==> src/rtl/inst_fetch_if.sv <==
// inst_fetch_if: instruction-memory, decode and redirect signals of the fetch stage.
interface inst_fetch_if;
  logic        imem_req;
  logic [31:0] imem_addr;
  logic        imem_gnt;
  logic        imem_rvalid;
  logic [31:0] imem_rdata;
  logic        inst_valid;
  logic        inst_ready;
  logic [31:0] inst;
  logic [31:0] inst_pc;
  logic [31:0] inst_pc4;
  logic        redirect;
  logic [31:0] redirect_pc;
  modport master (
    output imem_req, imem_addr, inst_valid, inst, inst_pc, inst_pc4,
    input  imem_gnt, imem_rvalid, imem_rdata, inst_ready, redirect, redirect_pc
  );
  modport slave (
    input  imem_req, imem_addr, inst_valid, inst, inst_pc, inst_pc4,
    output imem_gnt, imem_rvalid, imem_rdata, inst_ready, redirect, redirect_pc
  );
endinterface

==> src/rtl/inst_fetch.sv <==
// inst_fetch: owns the PC, fetches one instruction at a time and hands it to decode.
module inst_fetch #(
  parameter logic [31:0] RESET_PC = 32'h0000_0000
) (
  input  logic          clk,
  input  logic          rst,
  inst_fetch_if.master  bus
);
  typedef enum logic [1:0] {IDLE, REQ, WAIT, HOLD} state_t;
  state_t      state_q, state_d;
  logic [31:0] pc_q, pc_d;
  logic [31:0] fetch_pc_q, fetch_pc_d;
  logic        discard_q, discard_d;
  logic [31:0] inst_q, inst_d;
  logic [31:0] inst_pc_q, inst_pc_d;
  logic [31:0] inst_pc4_q, inst_pc4_d;
  logic [31:0] redir_pc;
  assign redir_pc = bus.redirect_pc & 32'hFFFF_FFFC;
  always_comb begin
    state_d    = state_q;
    pc_d       = pc_q;
    fetch_pc_d = fetch_pc_q;
    discard_d  = discard_q;
    inst_d     = inst_q;
    inst_pc_d  = inst_pc_q;
    inst_pc4_d = inst_pc4_q;
    case (state_q)
      IDLE: state_d = REQ;
      REQ: begin
        state_d    = bus.imem_gnt ? WAIT : REQ;
        fetch_pc_d = bus.imem_gnt ? pc_q : fetch_pc_q;
        pc_d       = bus.redirect ? redir_pc : pc_q;
        // a grant in the redirect cycle was for the old PC
        discard_d  = bus.redirect && bus.imem_gnt;
      end
      WAIT: begin
        if (bus.imem_rvalid && (discard_q || bus.redirect)) begin
          state_d   = REQ;
          discard_d = 1'b0;
          pc_d      = bus.redirect ? redir_pc : pc_q;
        end else if (bus.imem_rvalid) begin
          state_d    = HOLD;
          inst_d     = bus.imem_rdata;
          inst_pc_d  = fetch_pc_q;
          inst_pc4_d = fetch_pc_q + 32'd4;
          pc_d       = fetch_pc_q + 32'd4;
        end else if (bus.redirect) begin
          pc_d      = redir_pc;
          discard_d = 1'b1;
        end
      end
      HOLD: begin
        state_d = (bus.inst_ready || bus.redirect) ? REQ : HOLD;
        pc_d    = bus.redirect ? redir_pc : pc_q;
      end
      default: state_d = IDLE;
    endcase
  end
  always_ff @(posedge clk or posedge rst) begin
    if (rst) begin
      state_q    <= IDLE;
      pc_q       <= RESET_PC;
      fetch_pc_q <= RESET_PC;
      discard_q  <= 1'b0;
      inst_q     <= '0;
      inst_pc_q  <= '0;
      inst_pc4_q <= '0;
    end else begin
      state_q    <= state_d;
      pc_q       <= pc_d;
      fetch_pc_q <= fetch_pc_d;
      discard_q  <= discard_d;
      inst_q     <= inst_d;
      inst_pc_q  <= inst_pc_d;
      inst_pc4_q <= inst_pc4_d;
    end
  end
  assign bus.imem_req   = state_q == REQ;
  assign bus.imem_addr  = pc_q;
  assign bus.inst_valid = state_q == HOLD;
  assign bus.inst       = inst_q;
  assign bus.inst_pc    = inst_pc_q;
  assign bus.inst_pc4   = inst_pc4_q;
endmodule
==> src/flat_wrapper.sv <==
// flat-port wrapper written by rule: the top's interface ports become plain ports
module inst_fetch_flat 
#(
  parameter logic [31:0] RESET_PC = 32'h0000_0000
)
  (clk, rst, bus_imem_req, bus_imem_addr, bus_inst_valid, bus_inst, bus_inst_pc, bus_inst_pc4, bus_imem_gnt, bus_imem_rvalid, bus_imem_rdata, bus_inst_ready, bus_redirect, bus_redirect_pc);
  inst_fetch_if bus_i ();
  input  logic clk;
  input  logic rst;
  output wire logic [$bits(bus_i.imem_req)-1:0] bus_imem_req;
  output wire logic [$bits(bus_i.imem_addr)-1:0] bus_imem_addr;
  output wire logic [$bits(bus_i.inst_valid)-1:0] bus_inst_valid;
  output wire logic [$bits(bus_i.inst)-1:0] bus_inst;
  output wire logic [$bits(bus_i.inst_pc)-1:0] bus_inst_pc;
  output wire logic [$bits(bus_i.inst_pc4)-1:0] bus_inst_pc4;
  input wire logic [$bits(bus_i.imem_gnt)-1:0] bus_imem_gnt;
  input wire logic [$bits(bus_i.imem_rvalid)-1:0] bus_imem_rvalid;
  input wire logic [$bits(bus_i.imem_rdata)-1:0] bus_imem_rdata;
  input wire logic [$bits(bus_i.inst_ready)-1:0] bus_inst_ready;
  input wire logic [$bits(bus_i.redirect)-1:0] bus_redirect;
  input wire logic [$bits(bus_i.redirect_pc)-1:0] bus_redirect_pc;
  assign bus_imem_req = bus_i.imem_req;
  assign bus_imem_addr = bus_i.imem_addr;
  assign bus_inst_valid = bus_i.inst_valid;
  assign bus_inst = bus_i.inst;
  assign bus_inst_pc = bus_i.inst_pc;
  assign bus_inst_pc4 = bus_i.inst_pc4;
  assign bus_i.imem_gnt = bus_imem_gnt;
  assign bus_i.imem_rvalid = bus_imem_rvalid;
  assign bus_i.imem_rdata = bus_imem_rdata;
  assign bus_i.inst_ready = bus_inst_ready;
  assign bus_i.redirect = bus_redirect;
  assign bus_i.redirect_pc = bus_redirect_pc;
  inst_fetch #(.RESET_PC(RESET_PC)) u_core (.clk(clk), .rst(rst), .bus(bus_i));
endmodule
==> config.mk <==
export PLATFORM = sky130hd
export DESIGN_NAME = inst_fetch_flat
export DESIGN_NICKNAME = d
export VERILOG_FILES = /design/src/rtl/inst_fetch_if.sv /design/src/rtl/inst_fetch.sv /design/src/flat_wrapper.sv
export SDC_FILE = /design/constraint.sdc
export NUM_CORES = 1
export LEC_CHECK = 0
export CORE_MARGIN = 2
export CORE_UTILIZATION = 45
export DETAILED_ROUTE_END_ITERATION = 8
export PLACE_DENSITY = 0.8
export RECOVER_POWER = 50
export SLEW_MARGIN = 20
export SYNTH_ARGS = -nofsm -noshare
export SYNTH_HDL_FRONTEND = slang
export SYNTH_SLANG_ARGS = --single-unit
==> constraint.sdc <==
create_clock -name clk -period 10.8 [get_ports clk]
set_input_delay 2.7 -clock clk [delete_from_list [all_inputs] [get_ports clk]]
set_output_delay 2.7 -clock clk [all_outputs]
set_load 0.005 [all_outputs]
Word-level counts from Yosys, hierarchy flattened

Index checks and enable logic that the tools add are counted.
Widths: inputs -> output; s select.

Flip-flop bits (word level): 163
Latch bits: 0
RAM bits: 0
Bits in read-only memories: 0
Input bits: 70
Logic and storage cells: 39
Memories: 0

Add/subtract/negate cells: 1
Multipliers: 0
Div/mod/pow operators: 0
$lt $le $gt $ge: 0
Eq/ne operators: 6
Shift operators: 0
Mux-type cells: 13
Bitwise operators: 1
Reductions and logical operators: 11

Operator list:

| kind                  | number |
|---|---|
| $mux 32               | 3 |
| $pmux 32 s2           | 1 |
| $add 32x3->32 const B | 1 |
| $ne 3x2->1 const B    | 3 |
| $mux 2                | 4 |
| $pmux 2 s4            | 1 |
| $reduce_and 3->1      | 2 |
| $eq 2x2->1 const B    | 2 |
| $reduce_bool 2->1     | 2 |
| $mux 1                | 3 |
| $eq 2x1->1 const B    | 1 |
| $logic_and 1x1->1     | 2 |
| $logic_not 2->1       | 1 |
| $logic_or 1x1->1      | 2 |
| $pmux 1 s2            | 1 |
| $reduce_and 2->1      | 1 |
| $reduce_or 2->1       | 1 |
| $not 1->1             | 1 |

Longest topological paths before layout

Gate-level depths: netlist (run 1).

Depth in word-level cells: 4
Mapped depth: 8
Gate-level depth less buffers: 7

Worst setup path before layout (run 1)

Ideal clock, no wire load.

Path type: input port to flip-flop
Start point: input bus_redirect
End point: register u_core.pc_q[0], in the netlist u_core.bus.imem_addr[0]
Library setup time: 129 ps
Data arrival time: 3598 ps
Setup slack: 7073 ps
Cell stages on the path: 5
Buffers on the path: 1
Path through: nor2_1 nand2_1 nor4_2 buf_2 o21ai_0

Cells in the longest elaborated chain, start to end: 4
Elaborated cells between the ends (all ways): 6

RTL lines:

| item                                         | RTL line           | text |
|---|---|---|
| from (decl)                                  | flat_wrapper.sv:20 | `input wire logic [$bits(bus_i.redirect)-1:0] bus_redirect;` |
| $mux 32 or $logic_or 1x1->1 (tied branches)  | -                  |  |
| $mux 32 or $logic_and 1x1->1 (tied branches) | -                  |  |
| $mux 32                                      | inst_fetch.sv:37   | `if (bus.imem_rvalid && (discard_q \|\| bus.redirect)) begin` |
| $pmux 32 s2 (*)                              | inst_fetch.sv:27   | `case (state_q)` |
| to (signal assigned)                         | inst_fetch.sv:70   | `pc_q <= pc_d;` |
| to (decl)                                    | inst_fetch.sv:11   | `logic [31:0] pc_q, pc_d;` |

Mark *: on every way between the ends. The rest lies on a longest branch, timed or not.
A chain may end at the register's enable or synchronous reset.

==> results.md, run 1 <==
* Status: complete, but fails checks
* Violated checks: max-capacitance violations, max-slew violations
* Net total in the final layout at 931
* Proportion of synthesized chip area in sequential cells at 59.5%
* Largest net degree at the start of global routing at 83
* Proportion of layout cells with a drive suffix above 1 at 10.3%
* Final-layout fill cell count at 1168
* Multi-input combinational cell area at 2580 um^2
* Mapped Cells at 671
* Source of the worst register-to-register timing path: u_core.state_q[1]
* Final slew viol count at 115
* Synth async-reset ratio at 100%
* Number of post-CTS setup repair buffers at 0
* Overflow after GRT at 0
* Routed wire length per instance at 17.3 um
* Tightest Hold Check Type: reg2reg
* Routed vias/inst at 5.16
* Floorplan Core Area at 14600 um^2
* Max FO, Critical Path at 82
* Share of the cycle needed by the critical path after routing at 51.7%
* Min-delay src: u_core.bus.inst[4]
* Post-synthesis to final-layout area growth at 40.9%
* CTS root buffer: sky130_fd_sc_hd__clkbuf_16
* First element of the critical path: rst
* Data required time at the worst endpoint at 11.27 ns
* Global-route wire length before repair at 29.3 mm
* Initial antenna violation count at 0
* Final setup violation count at 0
* CTS tree: built
* Final estimated routing congestion in global placement at 0.838
* Tightest Pin Transition at 3.48 ns
* Clock tree buffer depth at 2
* Cell area after synthesis at 6770 um^2
* Slew margin rel. at -133%
* Standard-cell row count at 44
* Synth Register Bits at 161
* Die footprint at 16100 um^2
* Global-route usage over all layers at 23.5%
* DP Area at 8900 um^2
* TritonCTS buffer count at 17
* Number of flops mapped to enable cells by yosys at 0
* Worst Skew at 0.00766 ns
* Total area of sequential cells at 4030 um^2
* Count of buffers inserted at the top-level ports at 197
* Stage delay of the slowest cell on the critical path at 1.94 ns
* Hold-fix buffers at CTS at 0
* Critical path's slowest cell: sky130_fd_sc_hd__clkinvlp_2
* Number of hold violations in the final report at 0
* TritonCTS sink count at 161
* Most instantiated library cell after synthesis: sky130_fd_sc_hd__nand2_1
* Static leakage at 0.00442 uW
* Die extent in y at 127 um
* I/O Pins at 200
* Final worst path period need at 5.58 ns
* Synth Flop Type: sky130_fd_sc_hd__dfrtp_1
* DRC viols at 0
* Startpoint types: input pin
* Worst hold slack at 0.467 ns
* Number of maximum-capacitance violations at 2
* Count of vias placed by the detailed router at 5428
* Mapped Avg Cell Area at 10.1 um^2
* Net count after synthesis at 747
* Post-layout instance area at 9540 um^2
* Routed Wire Length at 18.2 mm
* Setup repair after global routing missed its margin: no
* Vias in the first global route at 5428
* Dominant cell type by area after synthesis: sky130_fd_sc_hd__dfrtp_1
* Total negative slack at 0 ns
* Area contributors post-synth: sky130_fd_sc_hd__dfrtp_1, sky130_fd_sc_hd__nand2_1, sky130_fd_sc_hd__mux2_2
* Maximum vdd drop at 0.000136 V
* Synth warn at 0
* Number of antenna cells inserted at 0
* Initial standard-cell utilization of the core at 46.3%
* Class of the most critical setup path: in2async
* Category of the worst setup path capture point: async pin
* Power density normalized to cell area at 292 nW/um^2
* Insertion delay of the later-clocked pin in the worst-skew pair at 0.42 ns
* Number of optimization iterations in the first detailed-route pass at 4
* CTS clk-pin slew, worst paths at 0.06 ns
* Post-CTS Resized at 0
* Post-detailed-placement half-perimeter wirelength at 12.1 mm
* Arrival @ worst endpoint at 6.05 ns
* CP Cell Sequence: dlygate4sd3_1, clkinvlp_2, buf_6
* Area share of the largest cell type after synthesis at 59.5%
* Remaining antenna violation count after routing at 0
* Most common library cells after synthesis: sky130_fd_sc_hd__nand2_1, sky130_fd_sc_hd__dfrtp_1, sky130_fd_sc_hd__mux2_2
* First DRT Iteration DRCs at 321
* Horizontal die dimension at 127 um
* Netlist cell types at 40
* Htree depth at 4
* Peak Freq at 0.179 GHz
## stage by stage
stage          instances  util [%]  worst slack, ns  total power, uW
2_1_floorplan        671         -             3.75             1570
3_3_place_gp        1020      60.7             5.72             2180
3_5_place_dp        1020      60.7             5.72             2220
4_1_cts             1052      65.2             6.13             2890
5_1_grt             1052      65.2             4.59             2980
6_report            1052      65.2             5.22             2790
## cell usage in the layout, fill, tap and decap left out, drive strengths merged, types with 18 or more instances in the layout
master / n
a21oi: 28
clkbuf: 18
clkdlybuf4s50: 82
dfrtp: 161
dlygate4sd3: 115
mux2: 32
nand2: 237
o21ai: 34
o22ai: 28
xor2: 18
## layer usage
metal	GRT usage [%]	wire (um)	part of all wire, %	vias to the layer above
met5	0	0	0	-
met4	6.46	266	1.5	0
met3	6.54	1020	5.6	19
met2	38.0	8970	49	171
met1	31.5	7960	44	2617
li1	-	-	-	2621
## flip-flops by register name (all words and copies together) (netlist names)
name	cells
u_core.bus.inst	32
u_core.discard_q	1
u_core.fetch_pc_q	32
u_core.bus.inst_pc	30
u_core.bus.imem_addr	32
u_core.state_q	2
u_core.bus.inst_pc4	32
## cell type report
type | instances | share of cell area, %
sequential | 161 | 42.2
multi-input combinational | 463 | 27.0
timing repair buffer | 203 | 21.2
clock buffer | 18 | 4.60
tap | 184 | 2.41
clock inverter | 14 | 2.22
inverter | 9 | 0.367
## path summary, 6_finish.rpt
kind	to	slack, ns	depth (start not counted)
worst max-delay path	u_core.bus.inst[8]	5.22	3
worst min-delay path	u_core.bus.inst[4]	0.47	2
worst max register to register	u_core.fetch_pc_q[1]	8.29	4
worst min register to register	u_core.bus.inst[4]	0.47	2
max in group clk	u_core.bus.imem_addr[4]	6.14	7
min in group asynchronous	u_core.bus.inst[20]	3.74	2
## worst max-delay path, delay by kind of cell
family	cells	cell delay, ns
buf+inv	3	3.22
## cells by family (layout without fill, tap and decap cells)
| group | Yosys count | after routing | share of synthesized area, % |
|---|---|---|---|
| xor+xnor | 28 | 28 | 3.62 |
| fa+ha+maj | 6 | 6 | 1.11 |
| mux | 32 | 32 | 5.32 |
| simple gates | 298 | 298 | 19.1 |
| flops | 161 | 161 | 59.5 |
| buf+inv | 47 | 244 | 2.83 |
| compound gates | 99 | 99 | 8.52 |
## power breakdown
group / leakage [uW] / total, uW / switching (uW) / internal (uW)
registers: 0.00198 / 1110 / 231 / 882
clock network: 0.000316 / 663 / 247 / 416
logic: 0.00212 / 1020 / 460 / 555
Note: power is estimated with default switching activity, not from simulation.
==> run 2: changes to the inputs <==
Settings changed: CORE_UTILIZATION 45 to 43.
Clock period 10.8 ns to 4.55 ns, I/O delays scaled along.
==> run 2 against run 1 <==
Against the previous run: the run still ends with max-capacitance violations, max-slew violations left; worst setup slack got worse by 4.2 ns; register-to-register slack got worse by 6.7 ns; largest power group unchanged; via count rose by 1.2%; worst hold slack got worse by 0.0015 ns; critical path type is now in2reg; die area grew 4.5%.
==> results.md, run 2 (same netlist as run 1, synthesis figures left out) <==
* Status: complete, but fails checks
* Violated checks: max-capacitance violations, max-slew violations
* Max FO, Critical Path at 86
* Arrival @ worst endpoint at 3.83 ns
* Largest net degree at the start of global routing at 87
* Share of the cycle needed by the critical path after routing at 78.0%
* Number of post-CTS setup repair buffers at 0
* Met1 usage in global routing at 30.2%
* Post-layout instance area at 9600 um^2
* Number of hold violations in the final report at 0
* Combinational share of power at 37.5%
* Hold-fix buffers at CTS at 0
* Global-route wire length before repair at 28.7 mm
* Final estimated routing congestion in global placement at 0.850
* Switching share of power at 33.0%
* Proportion of layout cells with a drive suffix above 1 at 10.2%
* Clk pwr share at 23.1%
* First element of the critical path: bus_redirect
* Initial standard-cell utilization of the core at 44.2%
* Count of buffers inserted at the top-level ports at 197
* Count of vias placed by the detailed router at 5495
* Final worst path period need at 3.55 ns
* Category of the worst setup path capture point: register
* TritonCTS sink count at 161
* Depth of the most critical reg-to-reg path at 6
* Static leakage at 0.00431 uW
* TritonCTS buffer count at 17
* Number of optimization iterations in the first detailed-route pass at 4
* Post-synthesis to final-layout area growth at 41.8%
* I/O Pins at 200
* Tightest Hold Check Type: reg2reg
* Routed Wire Length at 18.0 mm
* CTS tree: built
* Routed wire length per instance at 16.6 um
* Post-CTS Resized at 0
* Setup repair after global routing missed its margin: no
* Maximum vdd drop at 0.000318 V
* Final worst-path setup slack at 1.00 ns
* CTS clk-pin slew, worst paths at 0.06 ns
* Horizontal die dimension at 130 um
* RR Endpoint: u_core.bus.inst_pc[18]
* Number of antenna cells inserted at 0
* Startpoint types: input pin
* Worst slack after detailed placement at 1.33 ns
* Routed vias/inst at 5.08
* Remaining antenna violation count after routing at 0
* Multi-input combinational cell area at 2570 um^2
* Total negative slack at 0 ns
* Power density normalized to cell area at 701 nW/um^2
* Floorplan Core Area at 15300 um^2
* Global-route usage over all layers at 22.1%
* Worst Skew at 0.00805 ns
* Worst hold slack at 0.465 ns
* Vias in the first global route at 5500
* Standard-cell row count at 45
* Number of cells traversed by the worst hold path at 2
* Sequential Power Share at 39.4%
* Die footprint at 16800 um^2
* Peak Freq at 0.282 GHz
* First DRT Iteration DRCs at 311
* FF-to-FF setup slack at 1.60 ns
* Filler-free cell count of the finished design at 1081
* DP Area at 8970 um^2
* Placed Cells incl. Taps at 1049
* Tightest Pin Transition at 1.57 ns
* Total area of sequential cells at 4030 um^2
* Post-detailed-placement half-perimeter wirelength at 12.3 mm
* Psw at 2220 uW
* End of the worst hold path: u_core.bus.inst[31]
* Htree depth at 4
* CTS root buffer: sky130_fd_sc_hd__clkbuf_16
* Grt met2 use at 34.6%
* Final setup violation count at 0
* Clock tree buffer depth at 2
* Class of the most critical setup path: in2reg
* Number of maximum-capacitance violations at 2
* DRC viols at 0
* Min-delay src: u_core.bus.inst[31]
* Met3 usage at 4.17%
* Die extent in y at 130 um
* Slew margin rel. at -4.82%
* Final slew viol count at 75
* Cell Int Power at 4510 uW
* Leading cell types in the layout, fill and taps excluded: sky130_fd_sc_hd__nand2_1, sky130_fd_sc_hd__dfrtp_1, sky130_fd_sc_hd__clkdlybuf4s50_1
* Insertion delay of the later-clocked pin in the worst-skew pair at 0.42 ns
* Net total in the final layout at 933
* Most frequent standard cell in the layout excluding fill and tap cells: sky130_fd_sc_hd__nand2_1
* Initial antenna violation count at 0
* Source of the worst register-to-register timing path: u_core.state_q[0]
* GRT busiest layer: met2
* Data required time at the worst endpoint at 4.83 ns
* Overflow after GRT at 0
* Final-layout fill cell count at 1261
[run 2: cell types whose count changed in the layout (fill, tap and decap cells not counted), sizes merged, moves of 2 or more]
cell	delta
clkdlybuf4s50	+76
dlygate4sd3	-76
clkbuf	+5
clkinv	-2
[run 2: cell type report]
| class | instances | area share, % |
|---|---|---|
| Clock buffer | 21 | 5.00 |
| Clock inverter | 11 | 1.85 |
| Multi-Input combinational cell | 463 | 26.7 |
| Timing Repair Buffer | 205 | 21.4 |
| Inverter | 9 | 0.365 |
| Sequential cell | 161 | 42.0 |
| Tap cell | 211 | 2.75 |
[run 2: routing by layer]
layer	routed length, um	vias to the layer above
met1	7850	2647
met3	956	34
met2	8680	185
met5	0	-
met4	497	0
li1	-	2629
[run 2: how the worst max path moves through the flow]
| stage | to | slack, ns |
|---|---|---|
| after floorplan | u_core.bus.imem_addr[0] | 1.37 |
| after global placement | u_core.bus.imem_addr[31] | 1.35 |
| after detailed placement | u_core.bus.imem_addr[8] | 1.33 |
| after CTS | bus_imem_req | 1.56 |
| after global routing | u_core.bus.inst_pc4[16] | 0.77 |
| final | u_core.bus.inst_pc[18] | 1.0 |
[run 2: critical path, cell delays in order]
cell and delay (ns):
sky130_fd_sc_hd__clkdlybuf4s50_1 0.52, sky130_fd_sc_hd__nor2_1 0.20, sky130_fd_sc_hd__nand3_1 1.06, sky130_fd_sc_hd__buf_12 0.62
sky130_fd_sc_hd__nand2_1 0.12, sky130_fd_sc_hd__o21ai_0 0.08
[run 2: metrics by stage]
| stage | total power [uW] | utilization (%) |
|---|---|---|
| 3_3_place_gp | 5180 | 58.6 |
| 6_report | 6730 | 62.7 |
| 3_5_place_dp | 5270 | 58.6 |
| 4_1_cts | 6860 | 62.9 |
| 2_1_floorplan | 3730 | - |
| 5_1_grt | 7180 | 62.7 |
[run 2: power groups by stage]
| stage | logic [uW] | clock network (uW) | registers (uW) |
|---|---|---|---|
| 2_1_floorplan | 1140 | 0 | 2580 |
| 3_3_place_gp | 2530 | 0 | 2650 |
| 3_5_place_dp | 2600 | 0 | 2670 |
| 4_1_cts | 2610 | 1580 | 2660 |
| 5_1_grt | 2790 | 1650 | 2740 |
| 6_report | 2520 | 1550 | 2650 |
==> run 3: changes to the inputs <==
Clock period 4.55 ns to 3.09 ns, I/O delays scaled along.
==> run 3 against run 2 <==
Against the previous run: non-clock buffer count increased by 7; the run now ends clean; largest cell class unchanged; worst setup slack got worse by 0.59 ns; critical path type unchanged; clock-buffer cell count shrank 1; global-route usage about the same; power grew 49%; via count is 0.53% higher; cell area up 0.23%; largest power group unchanged; register-to-register slack worse by 0.88 ns; final cell count is 0.65% higher.
==> results.md, run 3 (same netlist as run 1, synthesis figures left out) <==
* Status: complete, no violations
* Global-route wire length before repair at 28.7 mm
* CTS tree: built
* Floorplan Core Area at 15300 um^2
* Critical path's slowest cell: sky130_fd_sc_hd__dlygate4sd3_1
* Category of the worst setup path capture point: register
* Number of post-CTS setup repair buffers at 0
* CP Cell Sequence: dlygate4sd3_1, nor2_1, nand2_1, nor4_1, buf_4, nand2_1, o221a_2
* Leading cell types in the layout, fill and taps excluded: sky130_fd_sc_hd__nand2_1, sky130_fd_sc_hd__clkdlybuf4s50_1, sky130_fd_sc_hd__dfrtp_1
* Count of buffer and inverter cells on the critical path at 2
* I/O Pins at 200
* Maximum vdd drop at 0.000463 V
* Routed wire length per instance at 16.6 um
* Count of buffers inserted at the top-level ports at 197
* Global-route usage over all layers at 22.1%
* Number of optimization iterations in the first detailed-route pass at 5
* Met3 usage at 4.42%
* Count of vias placed by the detailed router at 5524
* Vias in the first global route at 5570
* Final worst path period need at 2.68 ns
* Startpoint types: input pin
* Arrival @ worst endpoint at 2.99 ns
* Overflow after GRT at 0
* Max FO, Critical Path at 14
* Overall power after layout at 10000 uW
* Remaining antenna violation count after routing at 0
* Routed Wire Length at 18.1 mm
* Final setup violation count at 0
* Htree depth at 4
* DRC viols at 0
* Post-layout instance area at 9630 um^2
* Standard-cell row count at 45
* Routed vias/inst at 5.08
* Number of maximum-capacitance violations at 0
* Met1 usage in global routing at 29.1%
* Post-detailed-placement half-perimeter wirelength at 12.8 mm
* Cell family with most CP delay: simple AND/OR/NAND/NOR gates
* Die footprint at 16800 um^2
* Static leakage at 0.00425 uW
* Tightest Hold Check Type: reg2reg
* Slew margin rel. at 20.3%
* First DRT Iteration DRCs at 337
* Power density normalized to cell area at 1040 nW/um^2
* Proportion of layout cells with a drive suffix above 1 at 10.6%
* Total negative slack at 0 ns
* Final-layout fill cell count at 1241
* Die extent in y at 130 um
* Hold-fix buffers at CTS at 0
* Tightest Pin Transition at 1.19 ns
* Initial standard-cell utilization of the core at 44.2%
* CTS root buffer: sky130_fd_sc_hd__clkbuf_16
* Final estimated routing congestion in global placement at 0.860
* Grt met2 use at 36.0%
* Setup repair after global routing missed its margin: no
* Class of the most critical setup path: in2reg
* Number of hold violations in the final report at 0
* TritonCTS buffer count at 17
* Most prevalent standard cell on the critical path: sky130_fd_sc_hd__nand2_1
* Net total in the final layout at 940
* Stage delay of the slowest cell on the critical path at 0.63 ns
* Insertion delay of the later-clocked pin in the worst-skew pair at 0.42 ns
* Post-CTS Resized at 0
* Share of the cycle needed by the critical path after routing at 86.8%
* Most frequent standard cell in the layout excluding fill and tap cells: sky130_fd_sc_hd__nand2_1
* Horizontal die dimension at 130 um
* Final slew viol count at 0
* Clock tree buffer depth at 2
* CTS clk-pin slew, worst paths at 0.06 ns
* TritonCTS sink count at 161
* Peak Freq at 0.373 GHz
* Data required time at the worst endpoint at 3.40 ns
* DP Area at 9070 um^2
* Post-synthesis to final-layout area growth at 42.1%
* GRT busiest layer: met2
* Initial antenna violation count at 0
* Number of antenna cells inserted at 0
* Worst Skew at 0.00815 ns
* Largest net degree at the start of global routing at 87
run 3: changes by cell type in the layout (fill, tap and decap cells not counted), moves of 2 or more:
cell / delta
sky130_fd_sc_hd__clkdlybuf4s50_1: +35
sky130_fd_sc_hd__dlygate4sd3_1: -35
sky130_fd_sc_hd__buf_4: +3
sky130_fd_sc_hd__clkbuf_1: +3
sky130_fd_sc_hd__clkbuf_8: -3
sky130_fd_sc_hd__clkbuf_2: +2
sky130_fd_sc_hd__clkbuf_4: +2
sky130_fd_sc_hd__clkinv_4: -2
sky130_fd_sc_hd__inv_6: +2
run 3: report_power, final:
part	internal, uW	switching [uW]
Clock	1460	851
Sequential	3080	846
Combinational	2200	1600
Total	6740	3290
run 3: worst reg2reg max path: stages, from the launching register on:
cell and delay [ns]:
sky130_fd_sc_hd__dfrtp_1 0.37, sky130_fd_sc_hd__inv_1 0.09, sky130_fd_sc_hd__ha_1 0.25, sky130_fd_sc_hd__nand2_1 0.61, sky130_fd_sc_hd__clkbuf_2 0.54, sky130_fd_sc_hd__mux2_2 0.40
run 3: worst paths after layout:
check,from,endpoint,slack [ns],depth (start not counted)
max in group asynchronous,rst,u_core.bus.inst_pc4[23],0.59,3
setup / recovery,bus_redirect,u_core.bus.imem_addr[4],0.41,7
min in group asynchronous,rst,u_core.bus.inst_pc4[11],1.05,2
hold reg to reg,u_core.bus.inst[1],u_core.bus.inst[1],0.47,2
hold / removal,u_core.bus.inst[1],u_core.bus.inst[1],0.47,2
setup reg to reg,u_core.state_q[1],u_core.fetch_pc_q[27],0.72,5
run 3: stage by stage:
step                      utilization (%)  hold WS (ns)  instances  setup WS, ns
after floorplan                         -         0.455        671         0.275
after global placement               59.2         0.457       1056         0.484
after detailed placement             59.2         0.461       1056         0.474
after CTS                            63.5         0.476       1088         0.481
after global routing                 62.9         0.491       1088         0.248
final                                62.9         0.470       1088         0.408
run 3: cell type report:
class                      count  area (um^2)  share of cell area (%)
sequential                   161         4030                    41.9
multi-input combinational    463         2560                    26.6
timing repair buffer         212         2080                    21.6
clock buffer                  20          447                    4.64
tap                          211          264                    2.74
clock inverter                12          205                    2.13
inverter                       9         35.0                   0.364
run 3: per-layer routing:
metal	vias to the layer above	wire length, um
met3	28	890
met2	179	8820
li1	2633	-
met1	2684	8040
met5	-	0
met4	0	344
